$ cat src/rtl/addsub_issue_stage.sv
// rtl/addsub_issue_stage.sv - buffered issue stage (FIFO + registered result slot) around a split/unified 64-bit adder
module adder64 (
    input  logic [63:0] a,
    input  logic [63:0] b,
    input  logic        mode,
    input  logic        sub_uni,
    input  logic        sub_lo,
    input  logic        sub_hi,
    output logic [63:0] sum,
    output logic        cout
);
    logic        sub_l;
    logic        sub_h;
    logic [31:0] b_lo;
    logic [31:0] b_hi;
    logic [32:0] lo_full;
    logic [32:0] hi_full;
    logic        cin_hi;

    // Subtraction is a + ~b + 1; in split mode the high lane takes its own +1 instead of the low carry.
    assign sub_l   = mode ? sub_uni : sub_lo;
    assign sub_h   = mode ? sub_uni : sub_hi;
    assign b_lo    = sub_l ? ~b[31:0]  : b[31:0];
    assign b_hi    = sub_h ? ~b[63:32] : b[63:32];
    assign lo_full = {1'b0, a[31:0]} + {1'b0, b_lo} + {32'd0, sub_l};
    assign cin_hi  = mode ? lo_full[32] : sub_h;
    assign hi_full = {1'b0, a[63:32]} + {1'b0, b_hi} + {32'd0, cin_hi};
    assign sum     = {hi_full[31:0], lo_full[31:0]};
    // Unified subtract reports borrow; split modes report the raw high-lane carry.
    assign cout    = (mode && sub_uni) ? ~hi_full[32] : hi_full[32];
endmodule

module addsub_issue_stage #(
    parameter int DEPTH = 2,
    parameter int TAG_W = 4
) (
    input  logic             clk,
    input  logic             rst,
    input  logic             in_valid,
    output logic             in_ready,
    input  logic [2:0]       in_op,
    input  logic [63:0]      in_a,
    input  logic [63:0]      in_b,
    input  logic [TAG_W-1:0] in_tag,
    output logic             out_valid,
    input  logic             out_ready,
    output logic [63:0]      out_sum,
    output logic             out_cout,
    output logic             out_zero_lo,
    output logic             out_zero_hi,
    output logic             out_err,
    output logic [TAG_W-1:0] out_tag
);
    localparam int AW = (DEPTH > 1) ? $clog2(DEPTH) : 1;

    logic [2:0]       op_mem  [DEPTH];
    logic [63:0]      a_mem   [DEPTH];
    logic [63:0]      b_mem   [DEPTH];
    logic [TAG_W-1:0] tag_mem [DEPTH];

    logic [AW-1:0] wr_ptr;
    logic [AW-1:0] rd_ptr;
    logic [AW:0]   count;

    logic push;
    logic load;

    logic [2:0]  head_op;
    logic [63:0] head_a;
    logic [63:0] head_b;
    logic        mode;
    logic        sub_uni;
    logic        sub_lo;
    logic        sub_hi;
    logic        illegal;
    logic [63:0] add_sum;
    logic        add_cout;

    assign in_ready = (count < (AW+1)'(DEPTH));
    assign push     = in_valid && in_ready;
    assign load     = (count != '0) && (!out_valid || out_ready);

    assign head_op = op_mem[rd_ptr];
    assign head_a  = a_mem[rd_ptr];
    assign head_b  = b_mem[rd_ptr];

    always_comb begin
        mode    = 1'b0;
        sub_uni = 1'b0;
        sub_lo  = 1'b0;
        sub_hi  = 1'b0;
        illegal = 1'b0;
        case (head_op)
            3'b000: mode = 1'b1;
            3'b001: begin mode = 1'b1; sub_uni = 1'b1; end
            3'b010: ;
            3'b011: begin sub_lo = 1'b1; sub_hi = 1'b1; end
            3'b100: sub_hi = 1'b1;
            3'b101: sub_lo = 1'b1;
            default: illegal = 1'b1;
        endcase
    end

    adder64 u_adder (
        .a       (head_a),
        .b       (head_b),
        .mode    (mode),
        .sub_uni (sub_uni),
        .sub_lo  (sub_lo),
        .sub_hi  (sub_hi),
        .sum     (add_sum),
        .cout    (add_cout)
    );

    // Payload storage needs no reset: entries are only read when count says they are valid.
    always_ff @(posedge clk) begin
        if (push) begin
            op_mem[wr_ptr]  <= in_op;
            a_mem[wr_ptr]   <= in_a;
            b_mem[wr_ptr]   <= in_b;
            tag_mem[wr_ptr] <= in_tag;
        end
    end

    always_ff @(posedge clk or posedge rst) begin
        if (rst) begin
            wr_ptr      <= '0;
            rd_ptr      <= '0;
            count       <= '0;
            out_valid   <= 1'b0;
            out_sum     <= '0;
            out_cout    <= 1'b0;
            out_zero_lo <= 1'b0;
            out_zero_hi <= 1'b0;
            out_err     <= 1'b0;
            out_tag     <= '0;
        end else begin
            if (push) wr_ptr <= wr_ptr + 1'b1;
            if (load) rd_ptr <= rd_ptr + 1'b1;
            case ({push, load})
                2'b10:   count <= count + 1'b1;
                2'b01:   count <= count - 1'b1;
                default: count <= count;
            endcase
            if (load) begin
                out_valid   <= 1'b1;
                out_tag     <= tag_mem[rd_ptr];
                out_err     <= illegal;
                out_sum     <= illegal ? 64'd0 : add_sum;
                out_cout    <= illegal ? 1'b0 : add_cout;
                out_zero_lo <= illegal ? 1'b1 : (add_sum[31:0] == 32'd0);
                out_zero_hi <= illegal ? 1'b1 : (add_sum[63:32] == 32'd0);
            end else if (out_ready) begin
                out_valid <= 1'b0;
            end
        end
    end
endmodule

$ cat config.mk
export PLATFORM = sky130hd
export DESIGN_NAME = addsub_issue_stage
export DESIGN_NICKNAME = d
export VERILOG_FILES = /design/src/rtl/addsub_issue_stage.sv
export SDC_FILE = /design/constraint.sdc
export NUM_CORES = 1
export LEC_CHECK = 0
export ABC_AREA = 1
export CAP_MARGIN = 40
export CORE_MARGIN = 10
export CORE_UTILIZATION = 31
export DETAILED_ROUTE_END_ITERATION = 10
export HOLD_SLACK_MARGIN = 0.15
export SETUP_SLACK_MARGIN = 0.15
export SYNTH_ARGS = -nofsm -noshare
export SYNTH_HDL_FRONTEND = slang
export SYNTH_HIERARCHICAL = 1
export SYNTH_SLANG_ARGS = --single-unit
$ cat constraint.sdc
create_clock -name clk -period 8.5 [get_ports clk]
set_clock_uncertainty 0.05 [all_clocks]
set_input_delay 2.55 -clock clk [delete_from_list [all_inputs] [get_ports clk]]
set_output_delay 2.55 -clock clk [all_outputs]
set_load 0.02 [all_outputs]
==> metrics.md, run 1 <==
| Metric | Value |
|---|---|
| Layout Area Growth over Synthesis | `25.0%` |
| Max-slew violation count | `0` |
| Hold Crit Class | `register to register` |
| Mean cell area of the mapped netlist | `9.31 um2` |
| Share of the synthesized area in the top cell type | `46.0%` |
| Pre-antenna DRT Iters | `5` |
| Maximum number of pins on one net before global-route repair | `136` |
| Worst hold margin | `431 ps` |
| Period utilization | `between 70% and 80%` |
| Total setup buffers inserted after CTS | `0` |
| Fraction of the mapped netlist area in simple logic gates | `24.6%` |
| Number of remaining DRC errors | `0` |
| Half-perimeter wire length after placement | `slightly below 40,000 um` |
| Share of layout cells above drive strength 1 | `6.50%` |
| First-pass GRT wire length | `81,100 um` |
| Run status | `finished, final reports clean` |
| Arrival time of data at the critical path endpoint | `6570 ps` |
| Multiplexer fraction of the synthesized cell area | `0%` |
| Cell at the root of the clock tree | `clkbuf_16` |
| Count of cells resized by post-cts repair | `0` |
| Final hold violations | `0` |
| Register bit count reported by yosys | `347` |
| Cell at the slowest stage of the critical path | `buf_4` |
| CTS clock-pin slew for the worst setup and hold paths | `60 ps` |
| Longest Clk Path Bufs | `3` |
| Library cell occupying the most area in the post-synthesis netlist | `edfxtp_1` |
| Share of the synthesized netlist area taken by xor and xnor gates | `5.22%` |
| Most frequent cells in the layout | `nand2_1, edfxtp_1, clkdlybuf4s50_1, nor2_1, xor2_1` |
| Initial cell density of the core | `a little under a third` |
| Cell occurring most often along the worst timing path | `nand2_1` |
| Die boundary height | `258 um` |
| Number of violations reported at the end of detailed-routing iteration 0 | `722` |
| Synthesized-area fraction occupied by adder cells | `4.82%` |
| Count of standard-cell rows | `87` |
| Number of distinct library cell variants in the gate-level netlist after synthesis | `41` |
| CP required | `8930 ps` |
| Top-level port count | `between 200 and 250` |
| Number of buffers inserted during clock tree synthesis | `39` |
| Type of element launching the critical path | `register` |
| H-Tree Level Count | `2` |
| Synth area leaders | `edfxtp_1, nand2_1, dfrtp_1` |
| Setup slack of the critical path after layout | `between 2000 and 2500 ps` |
| Core Region | `56,300 um2` |
| Fraction of the mapped netlist area in compound gates | `5.31%` |
| Max cap viols | `0` |
| Largest stage delay on the critical path | `570 ps` |
| Later-pin clock latency in the skew report | `560 ps` |
| Number of nets in the layout | `~2,300` |
| Hold-fix buffers, CTS | `0` |
| Fmax | `roughly 0.16 GHz` |
| Post-synthesis cell area | `17,600 um2` |
| Number of vias per cell after detailed routing | `around 4.6` |
| Die ar. | `66,700 um2` |
| Overflow after GRT | `0` |
| Slew @ Worst Pin | `1140 ps` |
| Unrepaired setup endpoints after global routing | `no` |
| Worst max-slew margin expressed relative to the limit | `24.2%` |
| Via count of the first global-routing pass | `13,681` |
| Die X-Extent | `258 um` |
| Number of nets with antenna violations after routing | `0` |
| Antenna violations before repair | `0` |
| Final setup fails | `0` |
| Total of warnings raised by yosys | `6` |
| TritonCTS clock tree | `built` |
| Largest family of logic cells by synthesized area | `simple AND/OR/NAND/NOR gates` |
| Number of filler instances in the final layout | `approximately 5,600` |
| Critical setup path kind | `register to register` |
| Post-place setup slack | `2310 ps` |
| GRT Overall Usage | `15.5%` |
| Tmin final | `between 6000 and 7000 ps` |
| PortBufs | `212` |
| Routability cong. | `around 0.87` |
| Clk sinks | `between 300 and 400` |
| Average routed wire per standard cell | `18.1 um` |
| Number of nets in the synthesized netlist | `2,097` |
| Number of vias in the routed layout | `13,343` |
| Critical Path Sink Type | `register` |
| Post-synthesis cell count | `1,892` |
| Routed wire length | `around 52,000 um` |
| Portion of the post-synthesis area used by sequential elements | `57.0%` |
| Worst-path maximum fanout | `66` |
| Leading cell type in the layout, fill and taps excluded | `nand2_1` |
## synthesized netlist by cell type, drive strengths merged
| cell | number |
|---|---|
| buf | 27 |
| nand4 | 5 |
| or2 | 1 |
| a21o | 7 |
| dfrtp | 77 |
| ha | 63 |
| clkbuf | 23 |
| and2 | 1 |
| xnor2 | 6 |
| a211oi | 1 |
| nor2 | 138 |
| nand3 | 50 |
| nor4 | 8 |
| nand2 | 859 |
| edfxtp | 270 |
| o21bai | 3 |
| nand3b | 3 |
| fa | 3 |
| o21ai | 53 |
| a21oi | 87 |
| o21a | 8 |
| a31oi | 5 |
| o211ai | 1 |
| inv | 75 |
| nor3 | 15 |
| xor2 | 99 |
| nand2b | 2 |
| clkinv | 2 |
## per-layer routing
metal	GRT usage, %	up-vias	wire, um
met5	0	-	0
met4	3.35	0	795
met3	3.07	48	2570
met2	25.4	259	24400
met1	20.8	6361	24600
li1	-	6675	-
## kinds of logic after synthesis
| group | after synthesis |
|---|---|
| and+or+nand+nor | 1082 |
| adders and majority gates | 66 |
| DFF | 347 |
| AOI/OAI and AO/OA | 165 |
| buffers and inverters | 127 |
| xor gates and xnor gates | 105 |
## final timing paths
kind | startpoint | endpoint | slack (ps) | depth (start not counted)
max | rd_ptr$_DFFE_PP0P_ | out_zero_hi$_DFFE_PP0P_ | 2360 | 37
min | out_sum[40]$_DFFE_PP0P_ | out_sum[40]$_DFFE_PP0P_ | 430 | 2
max reg2reg | rd_ptr$_DFFE_PP0P_ | out_zero_hi$_DFFE_PP0P_ | 2360 | 37
min in group asynchronous | rst | out_sum[18]$_DFFE_PP0P_ | 2240 | 2
max in group asynchronous | rst | rd_ptr$_DFFE_PP0P_ | 5350 | 4
min reg2reg | out_sum[40]$_DFFE_PP0P_ | out_sum[40]$_DFFE_PP0P_ | 430 | 2
## critical path, delay by kind of cell, from the launching register on
family | cells | cell delay [ps]
compound gates | 6 | 1030
fa+ha+maj | 3 | 1210
flops | 1 | 440
simple gates | 23 | 2080
buf+inv | 4 | 1090
xor+xnor | 1 | 160
## flip-flops by register name, indices dropped and copies added (netlist names)
register and cells:
out_zero_hi 1, out_zero_lo 1, out_tag 4, out_err 1, a_mem 128, out_sum 64
out_valid 1, out_cout 1, rd_ptr 1, b_mem 128, count 2, wr_ptr 1
tag_mem 8, op_mem 6
## cell type report
cell class / count / area (um2) / share of cell area [%]
sequential: 347 / 10000 / 45.6
multi-input combinational: 1418 / 7060 / 32.1
timing repair buffer: 227 / 2320 / 10.5
clock buffer: 48 / 1100 / 5.02
tap: 756 / 946 / 4.30
inverter: 77 / 293 / 1.33
clock inverter: 23 / 239 / 1.09
antenna: 1 / 2.50 / 0.0114
## per-stage QoR
step	util [%]	TNS (ps)	std cells	area, um2
after floorplan	-	-124420	1892	17600
after global placement	36.6	0	2821	20600
after detailed placement	36.7	0	2825	20700
after CTS	39.1	0	2896	22000
after global routing	39.1	0	2896	22000
final	39.1	0	2897	22000
Power of run 1 is not shown: default switching activity piles up to over one toggle a cycle in this logic, so the estimate is an artifact.
==> run 2, diff against run 1 <==
==> constraint.sdc (replaced) <==
create_clock -name clk -period 5.5 [get_ports clk]
set_clock_uncertainty 0.05 [all_clocks]
set_input_delay 1.65 -clock clk [delete_from_list [all_inputs] [get_ports clk]]
set_output_delay 1.65 -clock clk [all_outputs]
set_load 0.02 [all_outputs]
==> run 2 against run 1 <==
Against the previous run:
- final cell count increased by 1.6%
- via count up 2.6%
- sequential cell count did not move
- worst setup slack worse by 1900 ps
- largest cell class unchanged
==> metrics.md, run 2 (same netlist as run 1, synthesis figures left out) <==
| Metric | Value |
|---|---|
| Run status | `finished, final reports clean` |
| Cell occurring most often along the worst timing path | `nand2_1` |
| Die ar. | `about 67,000 um2` |
| # diodes | `0` |
| Max cap viols | `0` |
| Cell at the root of the clock tree | `clkbuf_16` |
| Worst max-slew margin expressed relative to the limit | `a little over two fifths` |
| Share of layout cells above drive strength 1 | `10.2%` |
| Kind of cell adding the most delay to the critical path | `simple AND/OR/NAND/NOR gates` |
| Core Region | `56,300 um2` |
| CTS clock-pin slew for the worst setup and hold paths | `60 ps` |
| Setup slack of the most critical reg-to-reg path | `490 ps` |
| Unrepaired setup endpoints after global routing | `no` |
| Hold Crit Class | `register to register` |
| Layout Area Growth over Synthesis | `28.1%` |
| Average routed wire per standard cell | `17.9 um` |
| CP required | `5920 ps` |
| Type of element launching the critical path | `register` |
| TritonCTS clock tree | `built` |
| Final hold violations | `0` |
| Longest Clk Path Bufs | `3` |
| Largest registers ranked by flip-flop count | `a_mem: 128 flops, b_mem: 128 flops, out_sum: 64 flops` |
| Final setup fails | `0` |
| Largest stage delay on the critical path | `520 ps` |
| Pre-antenna DRT Iters | `5` |
| Leading cell type in the layout, fill and taps excluded | `nand2_1` |
| Maximum number of pins on one net before global-route repair | `78` |
| Number of filler instances in the final layout | `5,547` |
| Cell at the slowest stage of the critical path | `dfrtp_4` |
| Most frequent cells in the layout | `nand2_1, edfxtp_1, clkdlybuf4s50_1, nor2_1, xor2_1` |
| Hold-fix buffers, CTS | `0` |
| Overflow after GRT | `0` |
| Initial cell density of the core | `31.3%` |
| Period utilization | `between 90% and 100%` |
| PortBufs | `roughly 210` |
| Count of standard-cell rows | `87` |
| DP Area | `20,900 um2` |
| Half-perimeter wire length after placement | `roughly 40,000 um` |
| Routed wire length | `52,700 um` |
| Number of nets with antenna violations after routing | `0` |
| Number of buffers inserted during clock tree synthesis | `39` |
| Number of nets in the layout | `between 2,000 and 2,500` |
| Die boundary height | `258 um` |
| Slew @ Worst Pin | `848 ps` |
| Antenna violations before repair | `3` |
| Post-layout util | `between 40% and 50%` |
| Worst-path maximum fanout | `7` |
| Number of remaining DRC errors | `0` |
| GRT Overall Usage | `15.4%` |
| Number of vias per cell after detailed routing | `4.65` |
| Later-pin clock latency in the skew report | `between 500 and 600 ps` |
| Max-slew violation count | `0` |
| Critical Path Sink Type | `register` |
| H-Tree Level Count | `2` |
| Tmin final | `around 5000 ps` |
| Arrival time of data at the critical path endpoint | `5440 ps` |
| First-pass GRT wire length | `about 80,000 um` |
| Critical path buffer and inverter count | `2` |
| Accumulated negative setup slack | `0 ps` |
| Via count of the first global-routing pass | `between 10,000 and 15,000` |
| Number of violations reported at the end of detailed-routing iteration 0 | `893` |
| Clk sinks | `347` |
| Fmax | `around 0.20 GHz` |
| Final Cell Area | `about 23,000 um2` |
| Number of vias in the routed layout | `13,692` |
| Die X-Extent | `258 um` |
| Critical setup path kind | `register to register` |
| Top-level port count | `213` |
| Routability cong. | `0.897` |
## run 2: cell count changes in the layout (fill, tap and decap cells not counted), sizes merged
cell      delta
buf         +47
clkbuf       +9
clkinv       -5
inv          -4
bufinv       -1
clkinvlp     +1
diode        -1
## run 2: final cells by class
| type | count | area, um2 | share of cell area, % |
|---|---|---|---|
| Multi-Input combinational cell | 1418 | 7270 | 32.2 |
| Sequential cell | 347 | 10000 | 44.5 |
| Clock buffer | 56 | 1150 | 5.11 |
| Timing Repair Buffer | 275 | 2710 | 12.0 |
| Inverter | 77 | 293 | 1.30 |
| Tap cell | 756 | 946 | 4.19 |
| Clock inverter | 14 | 163 | 0.721 |
## run 2: worst paths after layout
| kind | from | end | cells past startpoint |
|---|---|---|---|
| setup reg to reg | rd_ptr$_DFFE_PP0P_ | out_zero_hi$_DFFE_PP0P_ | 36 |
| min in group asynchronous | rst | count[0]$_DFFE_PP0P_ | 2 |
| hold reg to reg | out_sum[52]$_DFFE_PP0P_ | out_sum[52]$_DFFE_PP0P_ | 2 |
| setup / recovery | rd_ptr$_DFFE_PP0P_ | out_zero_hi$_DFFE_PP0P_ | 36 |
| hold / removal | out_sum[52]$_DFFE_PP0P_ | out_sum[52]$_DFFE_PP0P_ | 2 |
| max in group asynchronous | rst | out_sum[26]$_DFFE_PP0P_ | 3 |
## run 2: routing by layer
metal	routed length (um)	part of all wire [%]	vias up	track usage [%]
li1	-	-	6765	-
met1	24200	46	6547	20.5
met2	24500	47	303	24.9
met3	2730	5.2	71	2.90
met4	1180	2.2	6	4.85
met5	37	0.070	-	0
## run 2: repair_timing
action	4_1_cts	5_1_grt
resized for setup	2	51
buffers inserted	0	9
pin swaps	0	22
gates cloned	1	1
setup endpoints to repair	1	7
## run 2: metrics by stage
step,std cells,setup WS [ps],hold WS (ps)
2_1_floorplan,1892,-296,453
3_3_place_gp,2861,235,417
3_5_place_dp,2862,175,415
4_1_cts,2933,180,432
5_1_grt,2943,114,454
6_report,2943,486,430
## run 2: tightest hold or removal path, delay by kind of cell (launching register included)
kind	cells	cell delay, ps
DFF	1	340
and+or+nand+nor	2	100
Power of run 2 is left out for the same reason.
